===== src/rtl/puzzle_move_unit.sv =====
// Slide-move executor for the 2x3 sliding puzzle: reads board/count, validates the move, writes back board, count and history.
// Optional MOVE_REVERSE_BLOCK_EN: adds a PRELOAD cycle and rejects a move that undoes the previous one.
module puzzle_move_unit #(
    parameter int          DATA_W    = 40,
    parameter logic [3:0]  BOARD_REG = 4'd0,
    parameter logic [3:0]  CNT_REG   = 4'd1,
    parameter logic [3:0]  ORD_REG   = 4'd2
) (
    input  logic              clk,
    input  logic              rst,
    input  logic              cmd_valid,
    output logic              cmd_ready,
    input  logic [1:0]        cmd_dir,
    output logic [3:0]        src0,
    output logic [3:0]        src1,
    input  logic [DATA_W-1:0] data0,
    input  logic [DATA_W-1:0] data1,
    output logic              we,
    output logic [3:0]        dst,
    output logic [DATA_W-1:0] data,
    output logic              done,
    output logic              illegal,
    output logic              solved
);
    localparam logic [1:0]  DIR_UP    = 2'b00;
    localparam logic [1:0]  DIR_DOWN  = 2'b01;
    localparam logic [1:0]  DIR_LEFT  = 2'b10;
    localparam logic [1:0]  DIR_RIGHT = 2'b11;
    localparam logic [17:0] GOAL      = 18'b001_010_011_100_101_000;

    typedef enum logic [2:0] {
        S_IDLE, S_PRELOAD, S_LOAD, S_WB_BOARD, S_WB_CNT, S_WB_ORD, S_FIN, S_REJECT
    } state_t;

    state_t              state_q, state_d;
    logic [1:0]          dir_q, dir_d;
    logic [17:0]         board_q, board_d;
    logic [DATA_W-1:0]   cnt_q, cnt_d;
    logic [DATA_W-1:0]   ord_q, ord_d;
    logic                solved_q, solved_d;

    logic [2:0]          blank_cnt;
    logic [2:0]          blank_pos;
    logic [2:0]          col;
    logic [2:0]          tgt;
    logic                move_ok;
    logic [17:0]         new_board;
    logic                unused_hi;

    assign unused_hi = ^data0[DATA_W-1:18];
    assign solved    = solved_q;

    // Blank search and move evaluation work directly on the live read data during LOAD.
    always_comb begin
        blank_cnt = '0;
        blank_pos = '0;
        for (int i = 0; i < 6; i++) begin
            if (data0[17-3*i -: 3] == 3'd0) begin
                blank_cnt = blank_cnt + 3'd1;
                blank_pos = 3'(i);
            end
        end
        col     = (blank_pos >= 3'd3) ? blank_pos - 3'd3 : blank_pos;
        move_ok = 1'b0;
        tgt     = blank_pos;
        case (dir_q)
            DIR_UP:    begin move_ok = (blank_pos >= 3'd3); tgt = blank_pos - 3'd3; end
            DIR_DOWN:  begin move_ok = (blank_pos <  3'd3); tgt = blank_pos + 3'd3; end
            DIR_LEFT:  begin move_ok = (col != 3'd0);       tgt = blank_pos - 3'd1; end
            default:   begin move_ok = (col != 3'd2);       tgt = blank_pos + 3'd1; end
        endcase
        if (blank_cnt != 3'd1) move_ok = 1'b0;
`ifdef MOVE_REVERSE_BLOCK_EN
        if ((data1 != '0) && ((dir_q ^ 2'b01) == ord_q[1:0])) move_ok = 1'b0;
`endif
        new_board = data0[17:0];
        if (move_ok) begin
            new_board[17-3*int'(blank_pos) -: 3] = data0[17-3*int'(tgt) -: 3];
            new_board[17-3*int'(tgt) -: 3]       = 3'd0;
        end
    end

    always_comb begin
        state_d   = state_q;
        dir_d     = dir_q;
        board_d   = board_q;
        cnt_d     = cnt_q;
        ord_d     = ord_q;
        solved_d  = solved_q;
        cmd_ready = 1'b0;
        src0      = '0;
        src1      = '0;
        we        = 1'b0;
        dst       = '0;
        data      = '0;
        done      = 1'b0;
        illegal   = 1'b0;
        case (state_q)
            S_IDLE: begin
                cmd_ready = 1'b1;
                if (cmd_valid) begin
                    dir_d = cmd_dir;
`ifdef MOVE_REVERSE_BLOCK_EN
                    state_d = S_PRELOAD;
`else
                    state_d = S_LOAD;
`endif
                end
            end
            S_PRELOAD: begin
                src0    = ORD_REG;
                ord_d   = data0;
                state_d = S_LOAD;
            end
            S_LOAD: begin
                src0    = BOARD_REG;
                src1    = CNT_REG;
                cnt_d   = data1;
                board_d = new_board;
                state_d = move_ok ? S_WB_BOARD : S_REJECT;
            end
            S_WB_BOARD: begin
                we      = 1'b1;
                dst     = BOARD_REG;
                data    = DATA_W'(board_q);
                state_d = S_WB_CNT;
            end
            S_WB_CNT: begin
                we      = 1'b1;
                dst     = CNT_REG;
                data    = (&cnt_q) ? cnt_q : cnt_q + 1'b1;
                src1    = ORD_REG;
                ord_d   = data1;
                state_d = S_WB_ORD;
            end
            S_WB_ORD: begin
                we      = 1'b1;
                dst     = ORD_REG;
                data    = {ord_q[DATA_W-3:0], dir_q};
                state_d = S_FIN;
            end
            S_FIN: begin
                done     = 1'b1;
                solved_d = (board_q == GOAL);
                state_d  = S_IDLE;
            end
            S_REJECT: begin
                done    = 1'b1;
                illegal = 1'b1;
                state_d = S_IDLE;
            end
            default: state_d = S_IDLE;
        endcase
    end

    always_ff @(posedge clk or posedge rst) begin
        if (rst) begin
            state_q  <= S_IDLE;
            dir_q    <= '0;
            board_q  <= '0;
            cnt_q    <= '0;
            ord_q    <= '0;
            solved_q <= 1'b0;
        end else begin
            state_q  <= state_d;
            dir_q    <= dir_d;
            board_q  <= board_d;
            cnt_q    <= cnt_d;
            ord_q    <= ord_d;
            solved_q <= solved_d;
        end
    end
endmodule


===== config.mk =====
export PLATFORM = sky130hd
export DESIGN_NAME = puzzle_move_unit
export DESIGN_NICKNAME = d
export VERILOG_FILES = /design/src/rtl/puzzle_move_unit.sv
export SDC_FILE = /design/constraint.sdc
export NUM_CORES = 1
export LEC_CHECK = 0
export ABC_AREA = 0
export ABC_CLOCK_PERIOD_IN_PS = 16600
export CORE_ASPECT_RATIO = 2
export CORE_MARGIN = 1.5
export CORE_UTILIZATION = 50
export DETAILED_ROUTE_END_ITERATION = 7
export MAX_ROUTING_LAYER = met4
export PLACE_DENSITY = 0.74
export SYNTH_ARGS = -nofsm -noshare
export SYNTH_HDL_FRONTEND = slang
export SYNTH_SLANG_ARGS = --single-unit
export TNS_END_PERCENT = 30

===== constraint.sdc =====
create_clock -name clk -period 16.6 [get_ports clk]
set_clock_uncertainty 0.15 [all_clocks]
set_input_delay 2.49 -clock clk [delete_from_list [all_inputs] [get_ports clk]]
set_output_delay 2.49 -clock clk [all_outputs]
set_load 0.01 [all_outputs]

# Word level (Yosys, flattened, before mapping)
# Cells that the tools add are included.
# word_totals
ff_bits	102
inputBits	85
word_cells	87
# classes
add_sub_neg	14
n_mul	2
order_cmp	2
eq_ne	13
shift	5
mux	31
n_reduce_logical	14
# ops
op	count
40-bit one-hot mux with 3 select lines	1
38-bit one-hot mux with 2 select lines	1
6-bit negation with 33-bit output	2
3-bit by 33-bit variable shift with 20-bit output, first input constant	2
42-bit by 6-bit indexed part select with 3-bit output	1
40-bit by 1-bit adder with 40-bit output, second input constant	1
40-bit two-way mux	1
40-bit AND reduction	1
18-bit bitwise mux	2
3-bit two-way mux	12
3-bit by 33-bit indexed part select with 20-bit output	1
3-bit by 33-bit indexed part select with 20-bit output, first input constant	1
3-bit zero test	7
3-bit one-hot mux with 7 select lines	1
3-bit by 1-bit adder with 3-bit output, second input constant	6
18-bit by 16-bit == test with 1-bit output, second input constant	1
18-bit two-way mux	1
3-bit == test, second input constant	4
5-bit by 5-bit subtractor with 6-bit output, first input constant	2
2-bit by 3-bit multiplier with 5-bit output, first input constant	2
3-bit one-hot mux with 3 select lines	1
2-bit one-hot mux with 2 select lines	2
1-bit two-way mux	7
3-bit by 2-bit == test with 1-bit output, second input constant	2
other kinds (19)	19

# Logic depth before layout (Yosys ltp)
# Gate-level depths: netlist (run 1).
# depth
depth_word	16
mapped_depth	32

# Worst setup path before layout (run 1)
# No wires, ideal clock.
# synth_path
path_type	input -> register
startpoint	input data0[14]
endpoint	register board_q[16]
arrival_ns	9.796
path_slack_ns	6.527
stages	29
cell_sequence	or3_1 buf_4 inv_2 a211oi_2 nor2_4 clkinv_2 buf_6 clkbuf_1 fa_1 nor2_1 a21oi_1 inv_1 ha_1 inv_1 buf_1 fa_1 or3_1 nor2_1 ha_1 or4b_2 or4_1 a21oi_1 nand2b_1 nor3_1 or3b_1 a21oi_1 o221ai_1 a311oi_1 nor3_1
# synth_via
elab_chain_len	15
elab_cells_between_ends	42
classes_between	add/sub (12); mul (2); order compare (2); eq/ne (2); shift (5); mux (17); reduce/logical (2)
# synth_rtl
item	line_no	rtl
from (decl)	16	input logic [DATA_W-1:0] data0,
3-bit zero test	58	if (data0[17-3*i -: 3] == 3'd0) begin
1-bit two-way mux	58	
3-bit two-way mux (4 in a row)	58	
3-bit by 1-bit adder with 3-bit output, or another cell as far along	70	default: begin move_ok = (col != 3'd2); tgt = blank_pos + 3'd1; end
3-bit one-hot mux with 3 select lines	66	case (dir_q)
2-bit by 3-bit multiplier with 5-bit output	78, 79	
5-bit by 5-bit subtractor with 6-bit output	78, 79	
42-bit by 6-bit indexed part select with 3-bit output	78	new_board[17-3*int'(blank_pos) -: 3] = data0[17-3*int'(tgt) -: 3];
3-bit by 33-bit indexed part select with 20-bit output	78	
18-bit bitwise mux	78	
18-bit bitwise mux	79	new_board[17-3*int'(tgt) -: 3] = 3'd0;
18-bit two-way mux (*)	77	if (move_ok) begin
to (signal assigned)	167	board_q <= board_d;
to (decl)	37	logic [17:0] board_q, board_d;
# Every way passes the cells marked *; elsewhere a longest branch is shown, timed or not.
# A chain may end at the register's enable or synchronous reset.

# Final worst setup path (run 1)
# layout_path
startpoint	input data0[1]
endpoint	register board_q[16]
# layout_via
elab_chain_len	11
elab_cells_between_ends	30
classes_between	add/sub (8); mul (2); order compare (2); eq/ne (2); shift (5); mux (9); reduce/logical (2)
# layout_rtl
item	line_no
3-bit zero test	58
3-bit two-way mux	58
3-bit by 1-bit adder with 3-bit output, or another cell as far along	70
3-bit one-hot mux with 3 select lines	66
2-bit by 3-bit multiplier with 5-bit output	78, 79
5-bit by 5-bit subtractor with 6-bit output	78, 79
42-bit by 6-bit indexed part select with 3-bit output	78
3-bit by 33-bit indexed part select with 20-bit output	78
18-bit bitwise mux	78
18-bit bitwise mux	79
18-bit two-way mux (*)	77
# Marked as above.

==> impl_summary.md, run 1 <==
Run status
The flow ran to the end, and the final reports show no timing, DRC or antenna violations.

Worst setup path
Data on the critical path arrives at its endpoint at between 10 and 15 ns. The dominant cell type by count on the critical path is sky130_fd_sc_hd__a21oi_1. The critical path in this run is classified as input port to flop.

The biggest cell delay along the critical path is 0.93 ns. In this run the worst path has a maximum fanout of 27. Broken down by cell family, the worst path's largest delay share belongs to simple AND/OR/NAND/NOR gates. The worst setup path is launched from an input port. Data on the critical path is required at its endpoint by about 17 ns. The cell with the biggest individual delay on the critical path is sky130_fd_sc_hd__nor3_2. Counting both buffers and inverters, the worst setup path holds a total of 6. The worst setup path is captured at a flop.

Timing
The transition time of the tightest slew-check pin is about 1.0 ns. The ratio of final minimum period to clock period is about three quarters. The max-slew violation count is 0.

Hold timing on the final database bottoms out at a slack of around 0.38 ns. Setup total negative slack on the finished layout was measured at 0 ns. The final setup violation count is 0. Setup repair after global routing left no endpoint under its margin. Derived from the worst setup path, the maximum achievable clock frequency is approximately 78 MHz. The routed design could run at a clock period as short as 12.77 ns. The worst-case headroom to the max-slew limit is 31.0%. The count of endpoints failing hold in the final timing report is 0.

Floorplanning
The chip width is about 100 um. For this configuration, the core starts out at a cell density of about half. The floorplan has ~70 rows. The area of the placeable core is roughly 18000 um2.

The die area is between 15000 and 20000 um2. The I/O pin count is 142. The vertical extent of the die is about 190 um.

Flow run
The max-cap violation count is 0.

Cells and area
The area growth from synthesis to layout is 19.8%. The library cell used most frequently in the layout, excluding fill and tap cells, is sky130_fd_sc_hd__nand2_1. The net count of the finished layout is ~1400. The number of antenna cells inserted is 0. Across the whole layout, storage elements account for ~2600 um2.

The post-layout instance count excluding filler cells is between 1000 and 1500. The footprint of the multi-input gates is just over 6000 um2. The filler cells instantiated in the layout total 1666. The top cell types in the final layout, fill and taps aside, are sky130_fd_sc_hd__nand2_1 (276), sky130_fd_sc_hd__clkdlybuf4s50_1 (132), sky130_fd_sc_hd__o21ai_0 (109).

Cells with a size suffix above 1 make up 5.80% of the layout.

Routing
In the routed layout, each cell is associated on average with a via count of 6.22. The number of DRC markers after the initial detailed-route iteration is 437. The count of nets left with antenna violations after detail routing is 0. The routed wire length per instance is about 23 um.

After detailed routing, the number of remaining DRC violations is 0. The pre-antenna-repair detailed-routing pass consisted of 5 iterations. The number of vias after detailed routing is 9256. The overall routed net length is roughly 35 mm.

Logic synthesis
After synthesis, flip-flops and latches occupy 28.2% of the total area. The mean instance size in the synthesized netlist is around 7.7 um2. Yosys mapped a number of flops with a built-in enable equal to 0. Among all flip-flop cells after synthesis, the most frequent one is sky130_fd_sc_hd__dfrtp_1.

The synthesized netlist cell count is around 1200. In this run the cell area of the synthesized design comes to 9050 um2. In this run, distinct cell masters in the synthesized netlist total between 80 and 90. The fraction of registers with async set/reset is between 90% and 100%.

After synthesis the netlist holds a flip-flop and latch count of about 100. For this run, the number of Yosys warnings is 0.

Placed design
Including well taps, the total number of placed cells is about 1500. At the end of routability-driven placement, the weighted congestion stood at just over 1. The number of buffers added on ports is about 130.

The placed wire-length estimate after detailed placement is about 27 mm.

Clock network
After clock tree synthesis, the repair step resized 0 gates. Clock tree synthesis found a total of around 100 sinks. Clock-pin slew was measured on the worst setup and hold paths at ~0.070 ns. The H-tree depth is 3. Hold repair after CTS inserted 0 buffers. Buffers added to address setup during post-CTS repair amount to 0. TritonCTS built the clock tree. The tree is rooted in a sky130_fd_sc_hd__clkbuf_16. The later-pin clock latency in the skew report is 0.36 ns. Clock tree synthesis inserted a total of 9 buffers.

The maximum count of clock buffers along a single path is 2.

Global route
The remaining global-route overflow is 0. The first global-routing pass estimated about 53 mm of wire. The number of global-route vias before repair came to around 9400.

The overall fraction of global-route tracks in use is between 30% and 40%. Entering global routing, the biggest net connects 66 pins. The number of antenna violations at the first check in global routing is 0.

Min path
The path class of the tightest hold or removal check is flop to flop.
==> registers in the layout, indices dropped and copies added, names as in the netlist <==
register  count
board_q      18
solved        1
cnt_q        40
ord_q        38
dir_q         2
state_q       3
==> worst paths after layout <==
kind / startpoint / to / cells after the start / slack, ns
min in group asynchronous: rst / cnt_q[5] / 2 / 2.38
worst min-delay path: cnt_q[28] / cnt_q[28] / 2 / 0.38
worst max register to register: dir_q[0] / board_q[16] / 23 / 8.08
max in group asynchronous: rst / ord_q[20] / 3 / 12.66
worst max-delay path: data0[1] / board_q[16] / 27 / 3.83
worst min register to register: cnt_q[28] / cnt_q[28] / 2 / 0.38
==> synthesized netlist by cell type (all sizes together), types with 9 or more instances <==
library cell / n / area share (%)
xor2: 24 / 2.3
mux2i: 52 / 5.9
nor4: 9 / 0.62
nand2b: 9 / 0.62
xnor2: 32 / 3.1
a21oi: 25 / 1.4
dfrtp: 102 / 28
nor3: 33 / 1.9
ha: 37 / 5.1
clkbuf: 50 / 2.1
o211ai: 15 / 1.2
nor2: 69 / 3.0
nand4: 20 / 1.4
and3: 12 / 0.83
buf: 25 / 1.5
o21ai: 111 / 6.1
o31ai: 10 / 0.98
a22oi: 9 / 0.75
nand3: 46 / 2.5
mux4: 11 / 2.7
inv: 34 / 1.4
nand2: 276 / 11
or3: 23 / 1.6
a22o: 21 / 2.0
==> cells by family (layout without fill, tap and decap cells) <==
logic type	after synthesis	count (layout)	share of synthesized area (%)
other	2	13	0.0830
and+or+nand+nor	532	532	27.0
adders and majority gates	40	40	5.78
muxes	67	67	9.13
xor gates and xnor gates	57	57	5.67
DFF	102	102	28.2
buffers and inverters	111	205	5.12
AOI/OAI and AO/OA	260	260	19.0
==> metal layers <==
| layer | vias up | global-route usage [%] | part of all wire, % |
|---|---|---|---|
| li1 | 4363 | - | - |
| met1 | 4405 | 37.8 | 34 |
| met2 | 352 | 67.1 | 53 |
| met3 | 136 | 4.37 | 4.3 |
| met4 | 0 | 26.1 | 8.1 |
| met5 | - | - | 0 |
==> layout make-up <==
| type | count | area share, % |
|---|---|---|
| multi-input cells | 969 | 56.1 |
| flip-flops and latches | 102 | 23.6 |
| repair buffers | 153 | 13.6 |
| well taps | 213 | 2.46 |
| clock buffers | 12 | 2.27 |
| inverters | 36 | 1.28 |
| clock inverters | 4 | 0.647 |
==> metrics by stage <==
stage	setup slack (ns)	utilization [%]	area (um2)
global placement	3.71	59.2	10500
finish	3.83	60.9	10800
CTS	3.93	60.9	10800
floorplan	6.53	-	9090
detailed placement	3.62	59.2	10500
global route	3.29	60.9	10800
==> tightest hold or removal path, cell delays in order (launching register included) <==
cell	delay [ns]
sky130_fd_sc_hd__dfrtp_1	0.38
sky130_fd_sc_hd__nand2_1	0.06
sky130_fd_sc_hd__nand2_1	0.06
Power of run 1 is left out: the tool's default activity adds up to more than one toggle a clock period on the data nets, which glitch-free logic cannot reach.
==> inputs of run 2 (changes only) <==
Settings changed: ABC_CLOCK_PERIOD_IN_PS 16600 to 11300, PLACE_DENSITY 0.74 to 0.77.
Clock period 16.6 ns to 11.3 ns, I/O delays scaled along.
==> run 2 against run 1 <==
Compared with the run above: critical path depth up 1; critical endpoint unchanged; die area unchanged; sequential cell count unchanged.
==> impl_summary.md, run 2 (same netlist as run 1, synthesis figures left out) <==
Timing
Setup violations remaining at the end of the flow were counted as 0. The maximum frequency from static timing analysis is around 100 MHz. The worst path needs around 10 ns of the cycle, external delays included. Setup total negative slack on the finished layout was measured at 0 ns. Setup repair after global routing left no endpoint under its margin. The ratio of final minimum period to clock period is between 80% and 90%. The max-slew violation count came to 0. The count of endpoints failing hold in the final timing report is 0. The worst pin sits at a relative slew slack of between 20% and 30%. For the pin with the worst max-slew slack, the measured transition is 1.14 ns.

Global route
For met2 alone, demand over resource in global routing was 65.3%. The met1 track demand over resource is roughly 40%. Entering global routing, the biggest net connects between 60 and 70 pins. The number of antenna violations at the first check in global routing was 0.

Across every metal layer, demand over resource in global routing totals 38.1%. The global routing's busiest layer is met2. The number of global-route vias before repair is between 9000 and 10000. The first global-routing pass estimated roughly 54 mm of wire.

The met3 usage is between 5 and 6%. The remaining global-route overflow is 0.

Placed design
The area of placed instances is between 10000 and 15000 um2. Input and output buffers added on the ports amount to roughly 130. At the end of routability-driven placement, the weighted congestion stood at about 1.0. The placed wire-length estimate after detailed placement is 26.2 mm. The cell count after placement is 1478.

Floorplanning
Pin placement for this block handled approximately 140 I/O pins. The die covers approximately 19000 um2. The floorplan has just under 70 rows. Once the floorplan was initialized, standard cells occupied between 50% and 60% of the core. The chip width is ~100 um. The die is between 150 and 200 um tall. After floorplanning, the core was sized to cover roughly 18000 um2.

Routing
The post-detailed-route DRC marker count is 0. The count of nets left with antenna violations after detail routing is 0. The routed design has between 30 and 40 mm of wire.

The detailed router placed around 9600 vias in this run. The pre-antenna-repair detailed-routing pass consisted of 5 iterations. For this block, the initial DRC count from the detailed router was about 680. The post-detailed-route via-to-cell ratio is ~6.4. Dividing the detail-routed wire length by the instance count gives between 20 and 25 um.

Cells and area
Cells with a size suffix above 1 make up ~6.2% of the layout. The commonest non-fill, non-tap cell in the layout is sky130_fd_sc_hd__nand2_1. The library cells used most frequently in the layout, excluding fill and tap cells, are sky130_fd_sc_hd__nand2_1 (276), sky130_fd_sc_hd__clkdlybuf4s50_1 (132), sky130_fd_sc_hd__o21ai_0 (109). The number of flip-flops under the largest register name is 40. The number of antenna cells inserted is 0. The area growth from synthesis to layout is 20.2%.

The register with the most flip-flops in the final layout is cnt_q. The largest registers in the layout are cnt_q: 40 flops, ord_q: 38 flops, board_q: 18 flops. At the end of the flow, the number of nets in the layout was approximately 1400. The final non-filler cell area is 10900 um2. At the end of the flow the core is filled with cells to about three fifths.

The post-layout instance count excluding filler cells is 1494.

Flow run
The max-cap violation count is 0.

Clock network
The number of buffers added by the clock tree synthesis step is 9. The cell at the root of the clock tree is sky130_fd_sc_hd__clkbuf_16. The post-CTS setup buffer count is 0. The hold buffer count at cts is 0. The later-pin clock latency in the skew report is approximately 0.36 ns. The H-tree was split into 3 levels. The CTS tree is done.

After clock tree synthesis, the clock-pin slew on the worst setup and hold paths is approximately 0.070 ns. The total number of clock tree sinks is roughly 100. After clock tree synthesis, the repair step resized 0 gates. The maximum count of clock buffers along a single path is 2.

Worst setup path
Data on the critical path is required at its endpoint by about 11 ns. The kind of end point of the critical path is a flop. The critical path is of the input port to flop type. The maximum net fanout on the critical path is 12.

The worst path arrival time is about 10 ns. The worst setup path is launched from an input port.

Run status
The flow ran to the end, and the final reports show no timing, DRC or antenna violations.

Min path
The worst min-delay path category is flop to flop.
-- run 2: changes by cell type in the layout (fill, tap and decap cells not counted), sizes merged --
cell,change
clkinv,+1
inv,+1
clkbuf,-2
buf,+5
-- run 2: final cells by class --
| type | count | area, um2 |
|---|---|---|
| clock buffer | 10 | 229 |
| clock inverter | 6 | 83.8 |
| fill | 1619 | 6910 |
| inverter | 36 | 139 |
| multi-input combinational | 969 | 6080 |
| sequential | 102 | 2550 |
| tap | 213 | 267 |
| timing repair buffer | 158 | 1520 |
-- run 2: worst max-delay path, stage by stage --
cell	delay, ns
sky130_fd_sc_hd__clkdlybuf4s50_1	0.59
sky130_fd_sc_hd__nor3_2	0.86
sky130_fd_sc_hd__a211oi_2	0.04
sky130_fd_sc_hd__buf_4	0.25
sky130_fd_sc_hd__nor2_4	0.15
sky130_fd_sc_hd__clkinv_2	0.10
sky130_fd_sc_hd__fa_1	0.43
sky130_fd_sc_hd__xnor2_1	0.40
sky130_fd_sc_hd__nor3_1	0.11
sky130_fd_sc_hd__o31ai_1	0.26
sky130_fd_sc_hd__buf_4	0.20
sky130_fd_sc_hd__inv_1	0.06
sky130_fd_sc_hd__ha_1	0.35
sky130_fd_sc_hd__fa_1	0.49
sky130_fd_sc_hd__xnor2_1	0.18
sky130_fd_sc_hd__or3_1	0.36
sky130_fd_sc_hd__nor2_1	0.20
sky130_fd_sc_hd__ha_1	0.30
sky130_fd_sc_hd__or4b_2	0.67
sky130_fd_sc_hd__or4_1	0.48
sky130_fd_sc_hd__a21oi_1	0.17
sky130_fd_sc_hd__nand2b_1	0.19
sky130_fd_sc_hd__nor3_1	0.26
sky130_fd_sc_hd__or3b_1	0.37
sky130_fd_sc_hd__a21oi_1	0.24
sky130_fd_sc_hd__o221ai_1	0.19
sky130_fd_sc_hd__a311oi_1	0.37
sky130_fd_sc_hd__nor3_1	0.10
-- run 2: metal layers --
metal | routed length (um) | part of all wire, %
met5 | 0 | 0
met4 | 2930 | 8.3
met3 | 2180 | 6.2
met2 | 18200 | 52
met1 | 11800 | 34
-- run 2: path summary, 6_finish.rpt --
kind | startpoint | to | slack [ns] | depth (start not counted)
min reg2reg | solved | solved | 0.36 | 2
max | data0[0] | board_q[16] | 1.30 | 28
min in group asynchronous | rst | ord_q[5] | 1.65 | 2
min | solved | solved | 0.36 | 2
max in group asynchronous | rst | board_q[17] | 8.22 | 3
max reg2reg | dir_q[1] | board_q[16] | 3.73 | 25
-- run 2: metrics by stage --
stage,worst slack (ns),hold slack [ns]
2_1_floorplan,2.02,0.312
3_3_place_gp,1.25,0.340
3_5_place_dp,1.09,0.343
4_1_cts,1.42,0.360
5_1_grt,0.876,0.400
6_report,1.30,0.364
Power of run 2 is left out for the same reason.
==> inputs of run 3 (changes only) <==
Settings changed: GPL_TIMING_DRIVEN set to 0.
==> run 3 against run 2 <==
Compared with the run above: die area stayed put; wire length grew 2.8%; register-to-register slack got worse by 0.55 ns; non-clock buffer count grew 51; cell count up 3.4%.
==> impl_summary.md, run 3 (same netlist as run 1, synthesis figures left out) <==
Placed design
The placed wire-length estimate after detailed placement is between 20 and 30 mm. Summing all placed instances gives a cell area of roughly 11000 um2. The global placement routability congestion is between 1 and 1.5. The number of buffers added on ports is about 130.

Worst setup path
The kind of end point of the critical path is a flop. The most critical setup path has its startpoint at data0[12]. The maximum net fanout on the critical path is 11. Across all register-to-register paths, the minimum setup slack is between 3 and 4 ns. The worst register-to-register path begins at dir_q[0]. The worst path arrival time is around 11 ns.

In this run the worst setup path terminates at board_q[16]. The kind of launch point of the worst setup path is an input port. STA puts the critical path data required time at between 10 and 15 ns.

In this design, the stage delay of the slowest critical-path cell is between 0.6 and 0.7 ns. The start-to-end type of the worst setup path is input port to flop. For the worst flop-to-flop path, the logic depth is 24. The capture point of the worst reg-to-reg path is board_q[16].

The cell with the biggest individual delay on the critical path is sky130_fd_sc_hd__or4b_2.

Routing
The post-detailed-route DRC marker count is 0. The overall routed net length is approximately 36 mm. The post-detailed-route via-to-cell ratio is 6.24.

The number of vias after detailed routing is approximately 9600. The count of nets left with antenna violations after detail routing is 0. After detailed routing, the average wire length per cell comes to around 23 um.

After the first detailed-routing iteration, the DRC count stood at ~580. The detailed-routing iteration count for the pre-antenna-repair pass is 5.

Timing
The smallest clock period supported by the final layout is computed as 10.95 ns. On the final layout, the worst hold slack is 0.370 ns. The setup TNS is 0 ns.

The maximum frequency from static timing analysis is approximately 90 MHz. Headroom to the max-slew limit came out at roughly 15%. The worst path uses between 90% and 100% of the clock period. The max-slew violation count came to 0. The transition time of the tightest slew-check pin is 1.27 ns. The count of endpoints failing hold in the final timing report is 0.

The final setup violation count is 0.

Clock network
The H-tree generated during clock tree synthesis spans 3 levels. Clock-pin slew was measured on the worst setup and hold paths at roughly 0.07 ns. TritonCTS created 9 clock buffers. The hold buffer count at cts is 0. Counting along the longest clock path gives a buffer depth of 2. The later-pin clock latency in the skew report is 0.37 ns. The CTS tree is done. The total number of clock tree sinks is around 100. The cell at the root of the clock tree is sky130_fd_sc_hd__clkbuf_16.

Cells and area
The area growth from synthesis to layout is 22.0%. Once layout is complete, the utilization of the core stands at about 62%. The number of flip-flops under the largest register name is 40. The finished cells cover 11000 um2. The repair_antennas step left the layout with diodes totalling 0. In the final layout, the registers with the most flip-flops are cnt_q: 40 flops, ord_q: 38 flops, board_q: 18 flops. After filler insertion, the fill cell instance count of the layout stands at 1641. In the layout the commonest cells are sky130_fd_sc_hd__nand2_1 (276), sky130_fd_sc_hd__clkdlybuf4s50_1 (132), sky130_fd_sc_hd__o21ai_0 (109). For this run, the post-layout net count is about 1500.

More flip-flops sit in one register than any other, and that register is cnt_q. The commonest non-fill, non-tap cell in the layout is sky130_fd_sc_hd__nand2_1. The post-route netlist has approximately 5.4% of its cells at a drive strength greater than 1.

Min path
The worst hold path depth is 2. The min-delay analysis places its worst path in the category flop to flop.

Global route
The remaining global-route overflow is 0. The overall fraction of global-route tracks in use is between 30% and 40%. The number of global-route vias before repair is 9652. The global-route wire length before repair is 54.4 mm.

The number of antenna violations at the first check in global routing is 0. The maximum number of pins on one net before global-route repair is 63.

Floorplanning
The I/O pin count is ~140. The floorplan step set the die width to 98.1 um. In this run the standard cell core region covers 17800 um2. The vertical extent of the die is around 190 um. The initial core utilization is roughly half. The die covers ~19000 um2.

The number of placement rows is between 60 and 70.

Run status
The flow ran to the end, and the final reports show no timing, DRC or antenna violations.

Flow run
The max-cap violation count is 0.
[run 3: critical path: cells and delay by family]
family / cells / cell delay (ns)
compound gates: 6 / 1.52
buf+inv: 9 / 2.40
simple gates: 11 / 3.58
fa+ha+maj: 4 / 1.84
[run 3: how the worst min path moves through the flow]
stage / from / endpoint / slack (ns)
floorplan: board_q[0] / board_q[0] / 0.31
global placement: cnt_q[28] / cnt_q[28] / 0.35
detailed placement: cnt_q[28] / cnt_q[28] / 0.35
CTS: cnt_q[28] / cnt_q[28] / 0.37
global route: cnt_q[28] / cnt_q[28] / 0.40
finish: cnt_q[28] / cnt_q[28] / 0.37
[run 3: per-stage QoR]
stage,std cells,setup slack (ns)
floorplan,1182,2.02
global placement,1527,-1.04
detailed placement,1528,-1.04
CTS,1544,0.0313
global route,1545,-0.0472
finish,1545,0.345
[run 3: per-layer routing]
layer,vias to the layer above,wire [um],GRT usage [%],share of wire (%)
met5,-,0,-,0
met3,174,1760,4.08,4.9
met2,442,19200,70.0,53
li1,4486,-,-,-
met4,0,3400,30.8,9.4
met1,4544,11700,36.6,32
[run 3: final cells by class]
type	instances	area [um2]	share of cell area [%]
tap	213	267	2.41
clock buffer	10	239	2.17
clock inverter	6	46.3	0.420
sequential	102	2550	23.1
inverter	36	139	1.26
timing repair buffer	135	1360	12.4
buffer	74	327	2.96
multi-input combinational	969	6100	55.3
[run 3: what timing repair did]
item | CTS | global route
endpoints found under the setup margin | 9 | 2
buffers inserted | 0 | 2
resized for setup | 4 | 5
Power of run 3 is left out for the same reason.
